**config.mk**
```make
export PLATFORM = sky130hd
export DESIGN_NAME = pixel_kernel_seq
export DESIGN_NICKNAME = d
export VERILOG_FILES = /design/src/rtl/pixel_kernel_seq.sv
export SDC_FILE = /design/constraint.sdc
export NUM_CORES = 1
export LEC_CHECK = 0
export ABC_AREA = 1
export BUFFER_PORTS_ARGS = -buffer_cell sky130_fd_sc_hd__buf_2
export CORE_UTILIZATION = 36
export DETAILED_ROUTE_END_ITERATION = 8
export HOLD_SLACK_MARGIN = 0.1
export PLACE_DENSITY_LB_ADDON = 0.1
export SLEW_MARGIN = 20
export SYNTH_ARGS = -nofsm -noshare
export SYNTH_HDL_FRONTEND = slang
export SYNTH_SLANG_ARGS = --single-unit
```
**constraint.sdc**
```tcl
create_clock -name clk -period 2.9 [get_ports clk]
set_clock_uncertainty 0.15 [all_clocks]
set_input_delay 0 -clock clk [delete_from_list [all_inputs] [get_ports clk]]
set_output_delay 0 -clock clk [all_outputs]
set_load 0.02 [all_outputs]
```
**src/rtl/pixel_kernel_seq.sv**
```systemverilog
// pixel_kernel_seq
// Steps the MixPix pixel FSM through a kernel of NPIX pixels. For each pixel
// it selects the pixel, pulses start, waits for done (with an optional
// timeout), captures the result into an internal buffer and completes the
// 4-phase done/ack handshake. The Wishbone side reads results by index.
//
// Optional feature macro: PIXEL_SEQ_LBP_EN (requires NPIX == 9). When it is
// defined, code_o carries the 8-bit LBP code of the last completed kernel.
// Otherwise code_o is tied to 0.
//
// Ports:
//   clk, rst_n     clock, asynchronous active-low reset
//   go_i           start a kernel scan (ignored unless idle)
//   abort_i        abandon the current scan
//   timeout_i      max wait cycles per pixel, 0 = wait forever
//   pxl_start_o    start pulse to the pixel FSM
//   pxl_ack_o      done acknowledge to the pixel FSM
//   pxl_sel_o      index of the addressed pixel
//   pxl_done_i     done from the pixel FSM
//   pxl_data_i     pixel result
//   busy_o         scan in progress
//   kernel_done_o  one-cycle pulse at scan completion
//   err_o          sticky timeout flag, cleared by the next go_i
//   err_idx_o      index of the pixel that timed out
//   rd_idx_i       result buffer read index
//   rd_data_o      buffer[rd_idx_i], one cycle later; 0 when out of range
//   code_o         LBP code
module pixel_kernel_seq #(
    parameter int unsigned NPIX = 9,
    parameter int unsigned DW   = 16,
    parameter int unsigned TO_W = 12
) (
    input  logic            clk,
    input  logic            rst_n,
    input  logic            go_i,
    input  logic            abort_i,
    input  logic [TO_W-1:0] timeout_i,
    output logic            pxl_start_o,
    output logic            pxl_ack_o,
    output logic [3:0]      pxl_sel_o,
    input  logic            pxl_done_i,
    input  logic [DW-1:0]   pxl_data_i,
    output logic            busy_o,
    output logic            kernel_done_o,
    output logic            err_o,
    output logic [3:0]      err_idx_o,
    input  logic [3:0]      rd_idx_i,
    output logic [DW-1:0]   rd_data_o,
    output logic [7:0]      code_o
);

    localparam int unsigned IW = 4;
    localparam int unsigned AW = (NPIX > 1) ? $clog2(NPIX) : 1;

    typedef enum logic [2:0] {
        S_IDLE,
        S_SEL,
        S_START,
        S_WAIT,
        S_CAP,
        S_ACK,
        S_NEXT,
        S_FIN
    } state_t;

    state_t            state_q, state_d;
    logic [IW-1:0]     idx_q, idx_d;
    logic [TO_W-1:0]   cnt_q, cnt_d;
    logic              err_q, err_d;
    logic [IW-1:0]     err_idx_q, err_idx_d;
    logic              wr_en;
    logic [DW-1:0]     wr_data;

    logic              start_q, ack_q, busy_q, kdone_q;
    logic [DW-1:0]     rd_data_q;
    logic [DW-1:0]     pix_buf_q [NPIX];

    // Next-state, counter, error and buffer-write decode
    always_comb begin
        state_d   = state_q;
        idx_d     = idx_q;
        cnt_d     = cnt_q;
        err_d     = err_q;
        err_idx_d = err_idx_q;
        wr_en     = 1'b0;
        wr_data   = pxl_data_i;

        unique case (state_q)
            S_IDLE: begin
                if (go_i) begin
                    err_d     = 1'b0;
                    err_idx_d = '0;
                    idx_d     = '0;
                    state_d   = S_SEL;
                end
            end
            S_SEL: state_d = S_START;
            S_START: begin
                cnt_d   = timeout_i;
                state_d = S_WAIT;
            end
            S_WAIT: begin
                if (pxl_done_i) begin
                    state_d = S_CAP;
                end else if (timeout_i != '0) begin
                    // Counter at 1 means this decrement reaches zero; <= also
                    // covers a counter loaded as 0 when timeout_i changed mid-wait.
                    if (cnt_q <= TO_W'(1)) begin
                        cnt_d     = '0;
                        err_d     = 1'b1;
                        err_idx_d = idx_q;
                        wr_en     = 1'b1;
                        wr_data   = '0;
                        state_d   = S_NEXT;
                    end else begin
                        cnt_d = cnt_q - TO_W'(1);
                    end
                end
            end
            S_CAP: begin
                wr_en   = 1'b1;
                state_d = S_ACK;
            end
            S_ACK: begin
                if (!pxl_done_i) state_d = S_NEXT;
            end
            S_NEXT: begin
                if (idx_q == IW'(NPIX - 1)) begin
                    state_d = S_FIN;
                end else begin
                    idx_d   = idx_q + IW'(1);
                    state_d = S_SEL;
                end
            end
            S_FIN: state_d = S_IDLE;
            default: state_d = S_IDLE;
        endcase

        // Abort drops straight to IDLE and leaves the buffer and error flags alone
        if (abort_i && (state_q != S_IDLE)) begin
            state_d   = S_IDLE;
            wr_en     = 1'b0;
            err_d     = err_q;
            err_idx_d = err_idx_q;
        end
    end

    // State, datapath and registered outputs (outputs decoded from next state)
    always_ff @(posedge clk or negedge rst_n) begin
        if (!rst_n) begin
            state_q   <= S_IDLE;
            idx_q     <= '0;
            cnt_q     <= '0;
            err_q     <= 1'b0;
            err_idx_q <= '0;
            start_q   <= 1'b0;
            ack_q     <= 1'b0;
            busy_q    <= 1'b0;
            kdone_q   <= 1'b0;
            rd_data_q <= '0;
            for (int i = 0; i < int'(NPIX); i++) begin
                pix_buf_q[i] <= '0;
            end
        end else begin
            state_q   <= state_d;
            idx_q     <= idx_d;
            cnt_q     <= cnt_d;
            err_q     <= err_d;
            err_idx_q <= err_idx_d;
            start_q   <= (state_d == S_START);
            ack_q     <= (state_d == S_ACK);
            busy_q    <= (state_d != S_IDLE);
            kdone_q   <= (state_d == S_FIN);
            if (wr_en) begin
                pix_buf_q[AW'(idx_q)] <= wr_data;
            end
            // Reads see the pre-write contents of the buffer
            rd_data_q <= (32'(rd_idx_i) < NPIX) ? pix_buf_q[AW'(rd_idx_i)] : '0;
        end
    end

    assign pxl_start_o   = start_q;
    assign pxl_ack_o     = ack_q;
    assign pxl_sel_o     = idx_q;
    assign busy_o        = busy_q;
    assign kernel_done_o = kdone_q;
    assign err_o         = err_q;
    assign err_idx_o     = err_idx_q;
    assign rd_data_o     = rd_data_q;

`ifdef PIXEL_SEQ_LBP_EN
    logic [7:0] code_d, code_q;

    // Clockwise neighbours 0,1,2,5,8,7,6,3 compared against the centre pixel
    always_comb begin
        code_d    = 8'h00;
        code_d[0] = (pix_buf_q[0] >= pix_buf_q[4]);
        code_d[1] = (pix_buf_q[1] >= pix_buf_q[4]);
        code_d[2] = (pix_buf_q[2] >= pix_buf_q[4]);
        code_d[3] = (pix_buf_q[5] >= pix_buf_q[4]);
        code_d[4] = (pix_buf_q[8] >= pix_buf_q[4]);
        code_d[5] = (pix_buf_q[7] >= pix_buf_q[4]);
        code_d[6] = (pix_buf_q[6] >= pix_buf_q[4]);
        code_d[7] = (pix_buf_q[3] >= pix_buf_q[4]);
    end

    // Buffer is final on entry to FIN, so the code lands with kernel_done_o
    always_ff @(posedge clk or negedge rst_n) begin
        if (!rst_n) begin
            code_q <= 8'h00;
        end else if (state_d == S_FIN) begin
            code_q <= code_d;
        end
    end

    assign code_o = code_q;
`else
    assign code_o = 8'h00;
`endif

endmodule

```
## Word level (Yosys, flattened, before mapping)

Cells that the tools add are included.

- Bits in registers: 188
- Input port bits: 37
- Output and inout bits: 37
- Logic and storage cells: 97

- Add/sub/neg operators: 2
- $lt $le $gt $ge: 5
- Equal/unequal tests: 16
- Muxes and demuxes: 40
- Bitwise gates (word level): 3
- Reduce and logical (&&, ||, !) cells: 12

Operators by type and width:

| kind | count |
|---|---|
| $bwmux 144 | 1 |
| $mux 16 | 8 |
| $bmux 16 s4 | 1 |
| $demux 16 s4 | 1 |
| $mux 12 | 3 |
| $pmux 12 s2 | 1 |
| $pmux 3 s8 | 1 |
| $mux 3 | 7 |
| $mux 4 | 5 |
| $eq 3x3->1 const B | 6 |
| $pmux 4 s2 | 2 |
| $le 12x1->1 const B | 1 |
| $reduce_bool 12->1 | 1 |
| $sub 12x1->12 const B | 1 |
| $ge 5x5->1 const B | 2 |
| $ne 2x2->1 const B | 5 |
| $not 4->5 | 2 |
| $eq 3x2->1 const B | 3 |
| $mux 1 | 8 |
| $reduce_and 3->1 | 2 |
| $reduce_and 6->1 | 1 |
| $reduce_bool 2->1 | 3 |
| $reduce_bool 3->1 | 2 |
| $lt 5x1->1 const B | 1 |
| 8 further kinds | 10 |

## Logic depth before layout (Yosys ltp)

- Word-level depth: 7
- Depth in mapped cells: 12
- Gate-level depth less buffers: 11

## Least setup slack after synthesis

Ideal clock, no wire load.

- Kind: register -> register
- Start point: register cnt_q[0]
- End point: register pix_buf_q[69] in the netlist's numbering
- Setup time: 0.118 ns
- Arrival: 1.701 ns
- Required time: 2.632 ns
- Setup slack: 0.930 ns
- Cell stages (with the launch flop): 12
- Buffers on the path: 2
- Clock period less this slack: 1.970 ns
- Cell sequence: dfrtp_1 > inv_1 > ha_1 > o21ai_1 > nor2_4 > nand3_4 > nand2_4 > buf_6 > nand3_4 > buf_6 > nand2_1 > nand2_1

- Word-level cells in the longest chain between the ends: 6
- Elaborated cells on any way between the ends: 11
- Those cells by class: order compare (1); mux (10)

RTL lines:

| what | line | text |
|---|---|---|
| start, declared | 68 | `logic [TO_W-1:0] cnt_q, cnt_d;` |
| start signal, assigned | 167 | `cnt_q <= cnt_d;` |
| $le 12x1->1 * | 108 | `if (cnt_q <= TO_W'(1)) begin` |
| $mux 1 or $mux 16 (tied branches) | 108 |  |
| $mux 1 or $mux 16 (tied branches) | 105 | `end else if (timeout_i != '0) begin` |
| $mux 1 or $mux 16 (tied branches) | 103 | `if (pxl_done_i) begin` |
| $pmux 1 s2 or $mux 16 (tied branches) | 88 | `unique case (state_q)` |
| $mux 1 or $bwmux 144 (tied branches) | 140, 175 |  |
| end signal, assigned by index | 175 | `pix_buf_q[AW'(idx_q)] <= wr_data;` |
| end, declared | 76 | `logic [DW-1:0] pix_buf_q [NPIX];` |

Mark *: on every way between the ends. The rest lies on a longest branch, timed or not.
A chain may end at the register's enable or synchronous reset.

## Worst setup path in the final report

- Start point: register cnt_q[0]
- End point: register pix_buf_q[125] in the netlist's numbering

The elaborated chain is that of the path after synthesis.

==> results.yml <==
floorplan:
  die_area_mm2: 0.0277
  die_w_um: 167
  core_area_mm2: 0.0263
  row_count: 59
  start_util_pct: 37.1
  die_h_um: 167
  ios: 74
yosys:
  yosysTopAreaCellShare_pct: 48.3
  synth_top_area_cell: "dfrtp_1"
  ys_types: 32
  synth_compound_area_share_pct: 5.58
  ys_seq_area_share_pct: 48.3
  synth_flop_cell: "dfrtp_1"
  ys_top_cells_by_area: "dfrtp_1, nand2_1, nand4_1"
  yosysWarnings: 0
  syn_area_mm2: 0.00975
  ys_ff_latch: 188
  synth_edf_count: 0
  synthSimpleGateAreaFrac_pct: 36.4
  synth.area.mux_share_pct: 0
  synth_top_family_by_area: "simple AND/OR/NAND/NOR gates"
  synthAdderAreaFrac_pct: 0.770
  synth.avg_cell_area_um2: 7.84
  async_flop_share_pct: 100
  postSynthCellCount: 1244
  synth_xor_area_share_pct: 0.719
route:
  wl_per_cell_um: 19.5
  drc: 3
  antenna_left: 0
  drt_first_iter_violations: 915
  first_pass_iters: 7
  post_drt_via_cell_ratio: 5.36
  drt_wl_total_mm: 32.6
  via_count: 8944
clock_tree:
  cts_setup_buffers: 0
  cts_tree: "yes"
  cts_root_buf: "clkbuf_16"
  cts_max_level: 4
  cts_hold_buf: 37
  clk_latency_ns: 0.43
  cts_buffers: 17
  cts_buffer_depth: 2
  clock-sinks: 188
  cts-resized-gates: 0
  path_clk_slew_ns: 0.08
worst_setup_path:
  worstSetupEndpointType: "flop"
  rr_endpoint: "pix_buf_q[125]"
  start_kind: "flop"
  arrival_ns: 2.71
  crit_end: "pix_buf_q[125]"
  critPathKind: "flop to flop"
  cp.required_ns: 3.08
  startpoint: "cnt_q[0]"
  path_max_fanout: 27
  r2r_slack_ns: 0.37
  reg2reg_from: "cnt_q[0]"
  rr_worst_depth: 9
power_and_ir_drop:
  powerDensity_mw_per_mm2: 722
  cellLeakagePower_nw: 5.82
  irDropWorstVdd_mv: 0.404
final_layout:
  final_cell_mix: "nand2_1, dfrtp_1, nand4_1"
  syn2layout_area_growth_pct: 16.2
  n_fill_cell: 2765
  drive_gt1_share_pct: 13.3
  layout_commonest_cell: "nand2_1"
  layoutNonFillerInstCount: 1669
  num-nets-final: 1361
  multi_input_area_mm2: 0.00428
  seqCellArea_mm2: 0.00470
sta:
  rsz0062_at_grt: "false"
  clock.fmax_mhz: 395
  min_period_ns: 2.53
  period_share_pct: 87.2
  worst_pin_slew_ns: 0.991
  slew_viol_final: 0
  finalHoldViolCount: 0
  relSlewSlack_pct: 33.8
  finalSetupViolations: 0
  tns_ns: 0
run_status:
  outcome: "finished, violations left"
  violations: "design-rule violations"
global_route:
  grt_pass1_vias: 8877
  grt_max_degree: 81
  antenna_found_initial: 3
  grt_remaining_overflow: 0
  grt_usage_pct: 24.1
  grt_pass1_wl_mm: 52.0
place:
  dp.cells: 1597
  routabilityCongestion: 0.781
  port_buffers: 65
  hpwl_mm: 19.3
worst_hold_path:
  hold_class: "input port to flop"
  hp-start: "rd_idx_i[2]"
run:
  max-cap-violations: 0
-- logic make-up (layout without fill, tap and decap cells) --
kind of cell,Yosys count,after routing
AO/OA/AOI/OAI,94,94
other,1,11
AND/OR/NAND/NOR,780,780
XOR/XNOR,8,8
flip-flops,188,188
buffers and inverters,167,247
adder cells (fa/ha/maj),6,6
-- flip-flops by register name, summed over array words and instances, names as in the netlist, 3 cells and up --
signal     count
cnt_q         12
pxl_sel_o      4
rd_data_o     16
state_q        3
pix_buf_q    144
err_idx_o      4
-- metrics by stage --
| step | power (mW) | hold WS [ns] | worst slack (ns) | util, % | instance area (um^2) |
|---|---|---|---|---|---|
| 3_3_place_gp | 5.73 | -0.0184 | 0.452 | 39.4 | 10300 |
| 5_1_grt | 8.68 | 0.176 | 0.162 | 43.1 | 11300 |
| 3_5_place_dp | 5.75 | -0.0176 | 0.371 | 39.4 | 10300 |
| 6_report | 8.17 | 0.177 | 0.371 | 43.1 | 11300 |
| 4_1_cts | 8.22 | 0.160 | 0.354 | 43.1 | 11300 |
| 2_1_floorplan | 5.06 | -0.446 | 0.930 | - | 9770 |
-- power breakdown --
part / switching, mW / leakage [nW] / internal (mW)
Combinational: 1.73 / 2.97 / 0.725
Clock: 1.15 / 0.286 / 1.24
Sequential: 0.273 / 2.57 / 3.05
-- cell usage after synthesis (2+ instances only) --
cell type,number
o21ai_1,2
xor2_1,6
nand3_4,3
a21oi_1,32
buf_2,31
a31o_2,15
clkbuf_1,29
nor2_2,3
o221ai_1,2
buf_4,17
a21boi_0,2
inv_1,50
buf_6,9
nand3_1,100
clkinv_1,17
nand3_2,8
buf_1,5
nand2_1,474
inv_2,9
ha_1,6
xnor2_1,2
nand4_1,150
nor3_1,5
o21ai_0,39
dfrtp_1,188
nor2_1,34
-- worst min path at each step --
stage	to	depth (start not counted)	slack, ns
finish	rd_data_o[7]	5	0.18
floorplan	busy_o	0	-0.45
global route	rd_data_o[7]	5	0.18
CTS	rd_data_o[7]	5	0.16
detailed placement	pix_buf_q[49]	1	-0.02
global placement	pix_buf_q[48]	1	-0.02
-- routing by layer --
| metal | GRT usage, % | vias to the layer above | wire [um] |
|---|---|---|---|
| met1 | 35.0 | 4350 | 15600 |
| met3 | 3.21 | 18 | 1730 |
| met4 | 4.91 | 0 | 263 |
| met5 | 0 | - | 0 |
| met2 | 38.4 | 288 | 15000 |
| li1 | - | 4288 | - |
-- critical path, cell delays in order (launching register included) --
cell and delay (ns):
dfrtp_1 0.39, inv_1 0.10, ha_1 0.27, o21ai_1 0.15
nor2_4 0.17, nand3_4 0.09, nand2_4 0.31, nand3_2 0.50
nand2_1 0.21, nand2_1 0.07
-- layout make-up --
| cell class | count | share of cell area, % |
|---|---|---|
| multi-input combinational | 896 | 37.8 |
| tap | 335 | 3.70 |
| timing repair buffer | 139 | 9.09 |
| clock buffer | 18 | 3.88 |
| sequential | 188 | 41.6 |
| clock inverter | 14 | 1.35 |
| inverter | 76 | 2.52 |
| antenna | 3 | 0.0663 |
No activity file was read; power rests on OpenSTA's default activity.
